`src/rtl/fabric_cfg_pkg.sv`:
```
`default_nettype none
// ============================================================================
// Module      : fabric_cfg_pkg
// Description : Shared definitions for the fabric configuration path:
//               per-element configuration width, control-bit positions
//               inside one logic element, and the loader state encoding.
// Revision    : 1.0 - initial release
// ============================================================================
package fabric_cfg_pkg;

    // Configuration bits held by one logic element.
    localparam int LE_CFG_BITS     = 19;

    // Control-bit positions inside one element's configuration word.
    localparam int CFG_LUT_LSB     = 0;   // LUT truth table, bits 15:0
    localparam int CFG_LUT_MSB     = 15;
    localparam int CFG_FF_EN_BIT   = 16;  // flip-flop enable mux
    localparam int CFG_FB_MUX_BIT  = 17;  // feedback mux
    localparam int CFG_OUT_MUX_BIT = 18;  // output mux, first bit streamed

    // Loader sequencer states.
    typedef enum logic [2:0] {
        ST_IDLE     = 3'd0,
        ST_FETCH    = 3'd1,
        ST_SHIFT_LO = 3'd2,
        ST_SHIFT_HI = 3'd3,
        ST_COMMIT   = 3'd4,
        ST_DONE     = 3'd5
    } loader_state_t;

endpackage : fabric_cfg_pkg
`default_nettype wire

```
`src/rtl/cfg_word_serializer.sv`:
```
`default_nettype none
// ============================================================================
// Module      : cfg_word_serializer
// Description : One-word shift register with a bit counter. Loads a word,
//               shifts it left one bit per request (serial_i enters at the
//               LSB) and flags the last bit of the word. Used MSB-out on the
//               programming path and, fed from the chain tail, as the
//               readback deserializer.
// Revision    : 1.0 - initial release
//
// Ports
//   clk, rst     : system clock, synchronous active-high reset
//   load_i       : load data_i and clear the bit counter (wins over shift)
//   data_i       : word to load
//   shift_i      : shift left by one, serial_i into bit 0, count + 1
//   serial_i     : bit entering at the LSB
//   word_o       : current register contents
//   next_msb_o   : bit that becomes the MSB after the next shift
//   count_o      : bits shifted since the last load
//   last_o       : the next shift completes the word
//
// WORD_W must be at least 2.
// ============================================================================
module cfg_word_serializer #(
    parameter int WORD_W = 8
) (
    input  logic                         clk,
    input  logic                         rst,
    input  logic                         load_i,
    input  logic [WORD_W-1:0]            data_i,
    input  logic                         shift_i,
    input  logic                         serial_i,
    output logic [WORD_W-1:0]            word_o,
    output logic                         next_msb_o,
    output logic [$clog2(WORD_W+1)-1:0]  count_o,
    output logic                         last_o
);

    localparam int CNT_W = $clog2(WORD_W + 1);

    logic [WORD_W-1:0] word_q;
    logic [CNT_W-1:0]  cnt_q;

    always_ff @(posedge clk) begin
        if (rst) begin
            word_q <= '0;
            cnt_q  <= '0;
        end else if (load_i) begin
            word_q <= data_i;
            cnt_q  <= '0;
        end else if (shift_i) begin
            word_q <= {word_q[WORD_W-2:0], serial_i};
            cnt_q  <= cnt_q + 1'b1;
        end
    end

    assign word_o     = word_q;
    assign next_msb_o = word_q[WORD_W-2];
    assign count_o    = cnt_q;
    assign last_o     = (cnt_q == CNT_W'(WORD_W - 1));

endmodule : cfg_word_serializer
`default_nettype wire

```
`src/rtl/config_loader.sv`:
```
`default_nettype none
// ============================================================================
// Module      : config_loader
// Description : Streams a configuration bitstream into a daisy chain of
//               logic elements. Accepts words over valid/ready, shifts them
//               out MSB first with a registered prog_clk (two clk cycles per
//               bit) and frames the load with prog_en, whose falling edge
//               commits the chain. The last element's bits are streamed
//               first, bit 18 down to bit 0.
// Revision    : 1.0 - initial release
//
// Build option
//   CONFIG_LOADER_READBACK_EN : adds rb_data / rb_valid. The chain tail
//       (prog_out_last) is sampled every SHIFT_LO cycle, so the previous
//       configuration is returned word by word in the order it was written;
//       a final partial word is emitted in COMMIT with zero-padded LSBs.
//       Without it prog_out_last is ignored.
//
// Ports
//   clk, rst      : system clock, synchronous active-high reset
//   start         : one-cycle load request, ignored while busy
//   in_data       : bitstream word, MSB shifted first
//   in_valid      : in_data valid
//   in_ready      : word accepted this cycle (decoded from state)
//   prog_in       : serial data to the first element
//   prog_clk      : programming shift clock, elements shift on its rise
//   prog_en       : programming enable, falling edge commits
//   prog_out_last : serial output of the last element
//   busy          : load in progress
//   done          : one-cycle pulse after the commit
//   rb_data       : readback word          (readback build only)
//   rb_valid      : rb_data valid pulse    (readback build only)
// ============================================================================
module config_loader
    import fabric_cfg_pkg::*;
#(
    parameter int NUM_ELEMENTS = 4,
    parameter int LE_CFG_BITS  = fabric_cfg_pkg::LE_CFG_BITS,
    parameter int WORD_W       = 8
) (
    input  logic              clk,
    input  logic              rst,
    input  logic              start,
    input  logic [WORD_W-1:0] in_data,
    input  logic              in_valid,
    output logic              in_ready,
    output logic              prog_in,
    output logic              prog_clk,
    output logic              prog_en,
    input  logic              prog_out_last,
    output logic              busy,
    output logic              done
`ifdef CONFIG_LOADER_READBACK_EN
    ,
    output logic [WORD_W-1:0] rb_data,
    output logic              rb_valid
`endif
);

    localparam int TOTAL_BITS = NUM_ELEMENTS * LE_CFG_BITS;
    localparam int CNT_W      = $clog2(TOTAL_BITS + 1);
    localparam int SER_CNT_W  = $clog2(WORD_W + 1);

    loader_state_t    state_q;
    logic [CNT_W-1:0] bit_cnt_q;
    logic             prog_in_q;
    logic             prog_clk_q;
    logic             prog_en_q;
    logic             busy_q;
    logic             done_q;

    // ------------------------------------------------------------------
    // Outgoing word serializer
    // ------------------------------------------------------------------
    logic                 tx_load;
    logic                 tx_shift;
    logic                 tx_next_msb;
    logic                 tx_last;
    logic [WORD_W-1:0]    tx_word_unused;
    logic [SER_CNT_W-1:0] tx_cnt_unused;

    assign tx_load  = (state_q == ST_FETCH) && in_valid;
    assign tx_shift = (state_q == ST_SHIFT_HI);

    cfg_word_serializer #(
        .WORD_W (WORD_W)
    ) u_tx_ser (
        .clk        (clk),
        .rst        (rst),
        .load_i     (tx_load),
        .data_i     (in_data),
        .shift_i    (tx_shift),
        .serial_i   (1'b0),
        .word_o     (tx_word_unused),
        .next_msb_o (tx_next_msb),
        .count_o    (tx_cnt_unused),
        .last_o     (tx_last)
    );

    // ------------------------------------------------------------------
    // Sequencer. Outputs are set on the transition into a state so that
    // each registered output reflects the state it belongs to.
    // ------------------------------------------------------------------
    always_ff @(posedge clk) begin
        if (rst) begin
            state_q    <= ST_IDLE;
            bit_cnt_q  <= '0;
            prog_in_q  <= 1'b0;
            prog_clk_q <= 1'b0;
            prog_en_q  <= 1'b0;
            busy_q     <= 1'b0;
            done_q     <= 1'b0;
        end else begin
            done_q <= 1'b0;
            unique case (state_q)
                ST_IDLE: begin
                    if (start) begin
                        prog_en_q <= 1'b1;
                        busy_q    <= 1'b1;
                        bit_cnt_q <= '0;
                        state_q   <= ST_FETCH;
                    end
                end
                ST_FETCH: begin
                    // Present the first bit now so it is stable for the
                    // whole SHIFT_LO cycle ahead of the prog_clk rise.
                    if (in_valid) begin
                        prog_in_q <= in_data[WORD_W-1];
                        state_q   <= ST_SHIFT_LO;
                    end
                end
                ST_SHIFT_LO: begin
                    prog_clk_q <= 1'b1;
                    state_q    <= ST_SHIFT_HI;
                end
                ST_SHIFT_HI: begin
                    prog_clk_q <= 1'b0;
                    bit_cnt_q  <= bit_cnt_q + 1'b1;
                    // The total-bit test comes first so the unused LSBs of
                    // the final word are never shifted out.
                    if (bit_cnt_q == CNT_W'(TOTAL_BITS - 1)) begin
                        prog_en_q <= 1'b0;
                        prog_in_q <= 1'b0;
                        state_q   <= ST_COMMIT;
                    end else if (tx_last) begin
                        state_q   <= ST_FETCH;
                    end else begin
                        prog_in_q <= tx_next_msb;
                        state_q   <= ST_SHIFT_LO;
                    end
                end
                ST_COMMIT: begin
                    done_q  <= 1'b1;
                    busy_q  <= 1'b0;
                    state_q <= ST_DONE;
                end
                ST_DONE: begin
                    state_q <= ST_IDLE;
                end
                default: begin
                    state_q <= ST_IDLE;
                end
            endcase
        end
    end

    assign in_ready = (state_q == ST_FETCH);
    assign prog_in  = prog_in_q;
    assign prog_clk = prog_clk_q;
    assign prog_en  = prog_en_q;
    assign busy     = busy_q;
    assign done     = done_q;

`ifdef CONFIG_LOADER_READBACK_EN
    // ------------------------------------------------------------------
    // Readback: the chain tail holds the bit about to be pushed out by
    // the coming prog_clk rise, so it is sampled during SHIFT_LO.
    // ------------------------------------------------------------------
    logic                 rx_load;
    logic                 rx_shift;
    logic                 rx_last;
    logic                 rx_next_msb_unused;
    logic [WORD_W-1:0]    rx_word;
    logic [SER_CNT_W-1:0] rx_cnt;
    logic [WORD_W-1:0]    rb_data_q;
    logic                 rb_valid_q;

    assign rx_shift = (state_q == ST_SHIFT_LO);
    // Clear at load start, after each complete word, and after the flush.
    assign rx_load  = ((state_q == ST_IDLE) && start)
                    || (rx_shift && rx_last)
                    || (state_q == ST_COMMIT);

    cfg_word_serializer #(
        .WORD_W (WORD_W)
    ) u_rx_ser (
        .clk        (clk),
        .rst        (rst),
        .load_i     (rx_load),
        .data_i     ('0),
        .shift_i    (rx_shift),
        .serial_i   (prog_out_last),
        .word_o     (rx_word),
        .next_msb_o (rx_next_msb_unused),
        .count_o    (rx_cnt),
        .last_o     (rx_last)
    );

    always_ff @(posedge clk) begin
        if (rst) begin
            rb_data_q  <= '0;
            rb_valid_q <= 1'b0;
        end else begin
            rb_valid_q <= 1'b0;
            if (rx_shift && rx_last) begin
                rb_data_q  <= {rx_word[WORD_W-2:0], prog_out_last};
                rb_valid_q <= 1'b1;
            end else if ((state_q == ST_COMMIT) && (rx_cnt != '0)) begin
                // Left-align the partial word; zeros fill the LSBs.
                rb_data_q  <= rx_word << (SER_CNT_W'(WORD_W) - rx_cnt);
                rb_valid_q <= 1'b1;
            end
        end
    end

    assign rb_data  = rb_data_q;
    assign rb_valid = rb_valid_q;
`else
    logic prog_out_last_unused;
    assign prog_out_last_unused = prog_out_last;
`endif

endmodule : config_loader
`default_nettype wire

```
`config.mk`:
```
export PLATFORM = sky130hd
export DESIGN_NAME = config_loader
export DESIGN_NICKNAME = d
export VERILOG_FILES = /design/src/rtl/fabric_cfg_pkg.sv /design/src/rtl/cfg_word_serializer.sv /design/src/rtl/config_loader.sv
export SDC_FILE = /design/constraint.sdc
export NUM_CORES = 1
export LEC_CHECK = 0
export ABC_AREA = 1
export CAP_MARGIN = 5
export CORE_ASPECT_RATIO = 0.5
export CORE_MARGIN = 5
export CORE_UTILIZATION = 30
export CTS_CLUSTER_SIZE = 16
export DETAILED_ROUTE_END_ITERATION = 12
export DONT_BUFFER_PORTS = 1
export GPL_ROUTABILITY_DRIVEN = 0
export GPL_TIMING_DRIVEN = 0
export PLACE_DENSITY_LB_ADDON = 0.25
export SYNTH_ARGS = -nofsm -noshare
export SYNTH_HDL_FRONTEND = slang
export SYNTH_SLANG_ARGS = --single-unit
```
`constraint.sdc`:
```
create_clock -name clk -period 3.7 [get_ports clk]
set_clock_uncertainty 0.05 [all_clocks]
set_input_delay 0.555 -clock clk [delete_from_list [all_inputs] [get_ports clk]]
set_output_delay 0.555 -clock clk [all_outputs]
set_load 0.03 [all_outputs]
```
Word level (Yosys, flattened, before mapping)
Cells that the tools add are included.

storage, ports and cells
  word-level logic and storage cells = 53
  output and inout port bits = 6
  register bits = 26
  bits of input ports = 13

cells by class
  equality and inequality tests = 10
  add/subtract/negate cells = 2
  reduce and logical (&&, ||, !) cells = 13
  mux-type cells = 19

operators by type and width
  kind                   count
  $mux W7                3
  $pmux W3 S5            1
  $pmux W7 S2            1
  $reduce_bool A2 Y1     5
  $mux W3                3
  $pmux W1 S2            4
  $add A7 B1 Y7 const B  1
  $eq A7 B7 Y1 const B   1
  $eq A3 B2 Y1 const B   2
  $mux W1                6
  $reduce_and A2 Y1      3
  $reduce_and A3 Y1      2
  $add A4 B1 Y4 const B  1
  $eq A4 B3 Y1 const B   1
  $ne A2 B2 Y1 const B   2
  $eq A3 B1 Y1 const B   1
  $eq A3 B3 Y1 const B   1
  $logic_not A3 Y1       1
  $ne A3 B2 Y1 const B   1
  $mux W2                1
  $ne A2 B1 Y1 const B   1
  $reduce_or A2 Y1       1
  $logic_and A1 B1 Y1    1

Longest topological paths before layout
  depth in word-level cells = 4
  mapped depth = 9
  gate-level depth less buffers = 9

By module
Synthesis repeated with hierarchy kept, for this count alone.

unflattened totals
  cells, all modules = 203
  area, all modules = 1,395.1 µm²

modules (own cells, without submodules)
  module               cells each  area each (µm²)  instances  sequential area each (µm²)
  config_loader        115         744.5            1          300.3
  cfg_word_serializer  88          650.6            1          240.2

Least setup slack after synthesis
No wires, ideal clock.

  kind = reg2out
  start = register state_q[0]
  end = output port in_ready
  slack = 2.108 ns
  data required time = 3.095 ns
  arrival time = 0.987 ns
  stages on the path, launching flop included = 3
  path buffers = 0
  cells stage by stage = dfxtp_1 > nand2_1 > nor2_1

between the ends
  longest elaborated chain between the ends = 1

RTL lines
  item                    RTL line              source
  from (decl)             config_loader.sv:64   loader_state_t state_q;
  from (signal assigned)  config_loader.sv:106  state_q <= ST_IDLE;
  from (signal assigned)  config_loader.sv:121  state_q <= ST_FETCH;
  from (signal assigned)  config_loader.sv:129  state_q <= ST_SHIFT_LO;
  $eq A3 B1 Y1            config_loader.sv:167  assign in_ready = (state_q == ST_FETCH);
  to (decl)               config_loader.sv:46   output logic in_ready,

Every way passes these cells.

Worst setup path in the final report
Ends and elaborated chain as after synthesis.

==> out/metrics.yaml <==
cts_resized: 0
drive_gt1_frac: 0.107
worst-setup-path-type: "flip-flop to output pin"
crit_slowest_cell: "nor2_1"
syn-instance-count: 184
clk_latency_ns: 0.27
dpl.hpwl_um: 1960
areaGrowthSynthToFinish_pct: 8.54
drv_slew: 0
grt_overflow: 0
cts_tree: "yes"
irDropWorstVdd_uv: 122
status: "finished, final reports clean"
ys_top_cells_by_count: "nand2_1 (60), dfxtp_1 (26), inv_1 (23)"
slew_headroom: 0.599
max_stage_delay_ns: 0.49
cts-root-buf: "clkbuf_8"
routed_wl_um: 2580
busiest_layer: "met2"
placed_cells: 238
diodes: 0
setup_tns_ns: 0
detail_route.first_pass.iterations: 5
rsz0062_at_grt: "no"
drc: 0
yosysTopAreaCell: "dfxtp_1"
worst_hold_slack_ns: 0.388
grtUsageTotal: 0.102
cp_max_fo: 5
vias: 1096
worstPathCellList: "nand2_1, nor2_1"
grt_util_met2: 0.167
synth.distinct_cells: 25
syn-cell-area_sq_um: 1270
fin_crit_ns: 1.97
crit_required_ns: 3.09
fillers: 435
grt_start_max_net_pins: 14
synth_edf_count: 0
cts_hold_buf: 0
cts_buffer_depth: 2
max_cap_violations: 0
synth_top_area_frac: 0.408
port_buffers: 0
synth.top_cells.by_area: "dfxtp_1 (41%), nand2_1 (18%), inv_1 (6.8%)"
finalSetupViolCount: 0
ios: 19
p_leak_nw: 0.582
final_hold_viol_count: 0
hold_path.class: "primary input to flip-flop"
die_w_um: 102
period_share: 0.532
cp_top_family: "simple AND/OR/NAND/NOR gates"
use_met1: 0.119
htreeDepth: 1
ys_warn_count: 0
arrival_ns: 1.36
async_flop_share: 0
clk_pin_slew_ns: 0.09
worst_pin_slew_ns: 0.599
syn_avg_cell_area_sq_um: 6.93
numCtsBuffers: 3
grt_pass1_wl_um: 4610
fin_nets: 204
ant_nets: 0
rows: 16
start_util: 0.318
synth_seq_cells: 26
die_height_um: 56.1
synth.most_common_cell: "nand2_1"
synth-seq-area-share: 0.408
power_density_nw_per_um2: 383
vias_per_cell: 4.55
wl_per_cell_um: 10.7
drtIter0Drc: 57
max_freq_ghz: 0.508
coreArea_sq_um: 4000
path_buf_inv: 0
grt_pass1_vias: 1072
cts.sinks: 26
cp-start-kind: "flip-flop"
die_area_sq_um: 5730
antenna_found_initial: 0
post_cts_buffers: 0
ys.flop_type: "dfxtp_1"
grt_use_met3: 0.0388
cp-end-kind: "output pin"
synth_nets: 199
stdcell_count: 241
## logic make-up (layout without fill, tap and decap cells)
group | Yosys count | in the layout | synth area share
simple gates | 105 | 105 | 0.376
buf+inv | 30 | 33 | 0.106
flops | 26 | 26 | 0.408
compound gates | 21 | 21 | 0.0903
fa+ha+maj | 2 | 2 | 0.0196
## per-stage QoR
stage / utilization / setup slack (ns) / instance area [sq um] / power, mW
after floorplan: - / 2.11 / 1270 / 0.367
after global placement: 0.335 / 2.03 / 1340 / 0.380
after detailed placement: 0.335 / 2.03 / 1340 / 0.381
after CTS: 0.346 / 1.71 / 1380 / 0.546
after global routing: 0.346 / 1.65 / 1380 / 0.565
final: 0.346 / 1.73 / 1380 / 0.530
## report_power, final
part           switching (mW)  internal (mW)
registers              0.0189          0.291
logic                  0.0429         0.0204
clock network          0.0833         0.0729
## layout make-up
cell class / instances / area (sq um) / area share
multi-input cells: 128 / 619 / 0.448
flip-flops and latches: 26 / 520 / 0.376
inverters: 27 / 106 / 0.0769
well taps: 54 / 67.6 / 0.0488
clock buffers: 3 / 41.3 / 0.0298
plain buffers: 3 / 28.8 / 0.0208
## path summary, 6_finish.rpt
check / from / end / slack (ns) / cells past startpoint
max: state_q[0]$_SDFFE_PP0P_ / in_ready / 1.73 / 2
min: in_data[0] / u_tx_ser.word_o[0]$_SDFFE_PP0P_ / 0.39 / 2
max reg2reg: state_q[0]$_SDFFE_PP0P_ / state_q[0]$_SDFFE_PP0P_ / 2.12 / 6
min reg2reg: u_tx_ser.word_o[0]$_SDFFE_PP0P_ / u_tx_ser.word_o[0]$_SDFFE_PP0P_ / 0.42 / 2
## per-layer routing
layer  part of all wire  wire (um)
met1               0.49       1250
met2               0.46       1180
met3              0.047        121
met4              0.010         27
met5                  0          0
## placed cells by master, fill, tap and decap left out
cell type  instances
clkbuf_1           1
nand3_1           13
a21oi_2            2
clkbuf_8           3
ha_1               2
nor3_4             1
nor3_2             1
nand3_2            1
nand4_1            3
o21bai_1           1
o21ai_0            2
inv_2              3
dfxtp_1           26
buf_12             1
nor2_2             2
nor2_1            16
a21oi_1           14
nor3_1             4
nand2_4            1
buf_2              1
nand2_1           60
inv_1             23
nand2_2            2
inv_6              1
o21ai_1            2
nand3_4            1
## flip-flops by register name, summed over array words and instances, names as in the netlist
name / flops
bit_cnt_q: 7
busy: 1
done: 1
prog_clk: 1
prog_en: 1
prog_in: 1
state_q: 3
u_tx_ser.count_o: 4
u_tx_ser.word_o: 7
No activity file was read; power rests on OpenSTA's default activity.
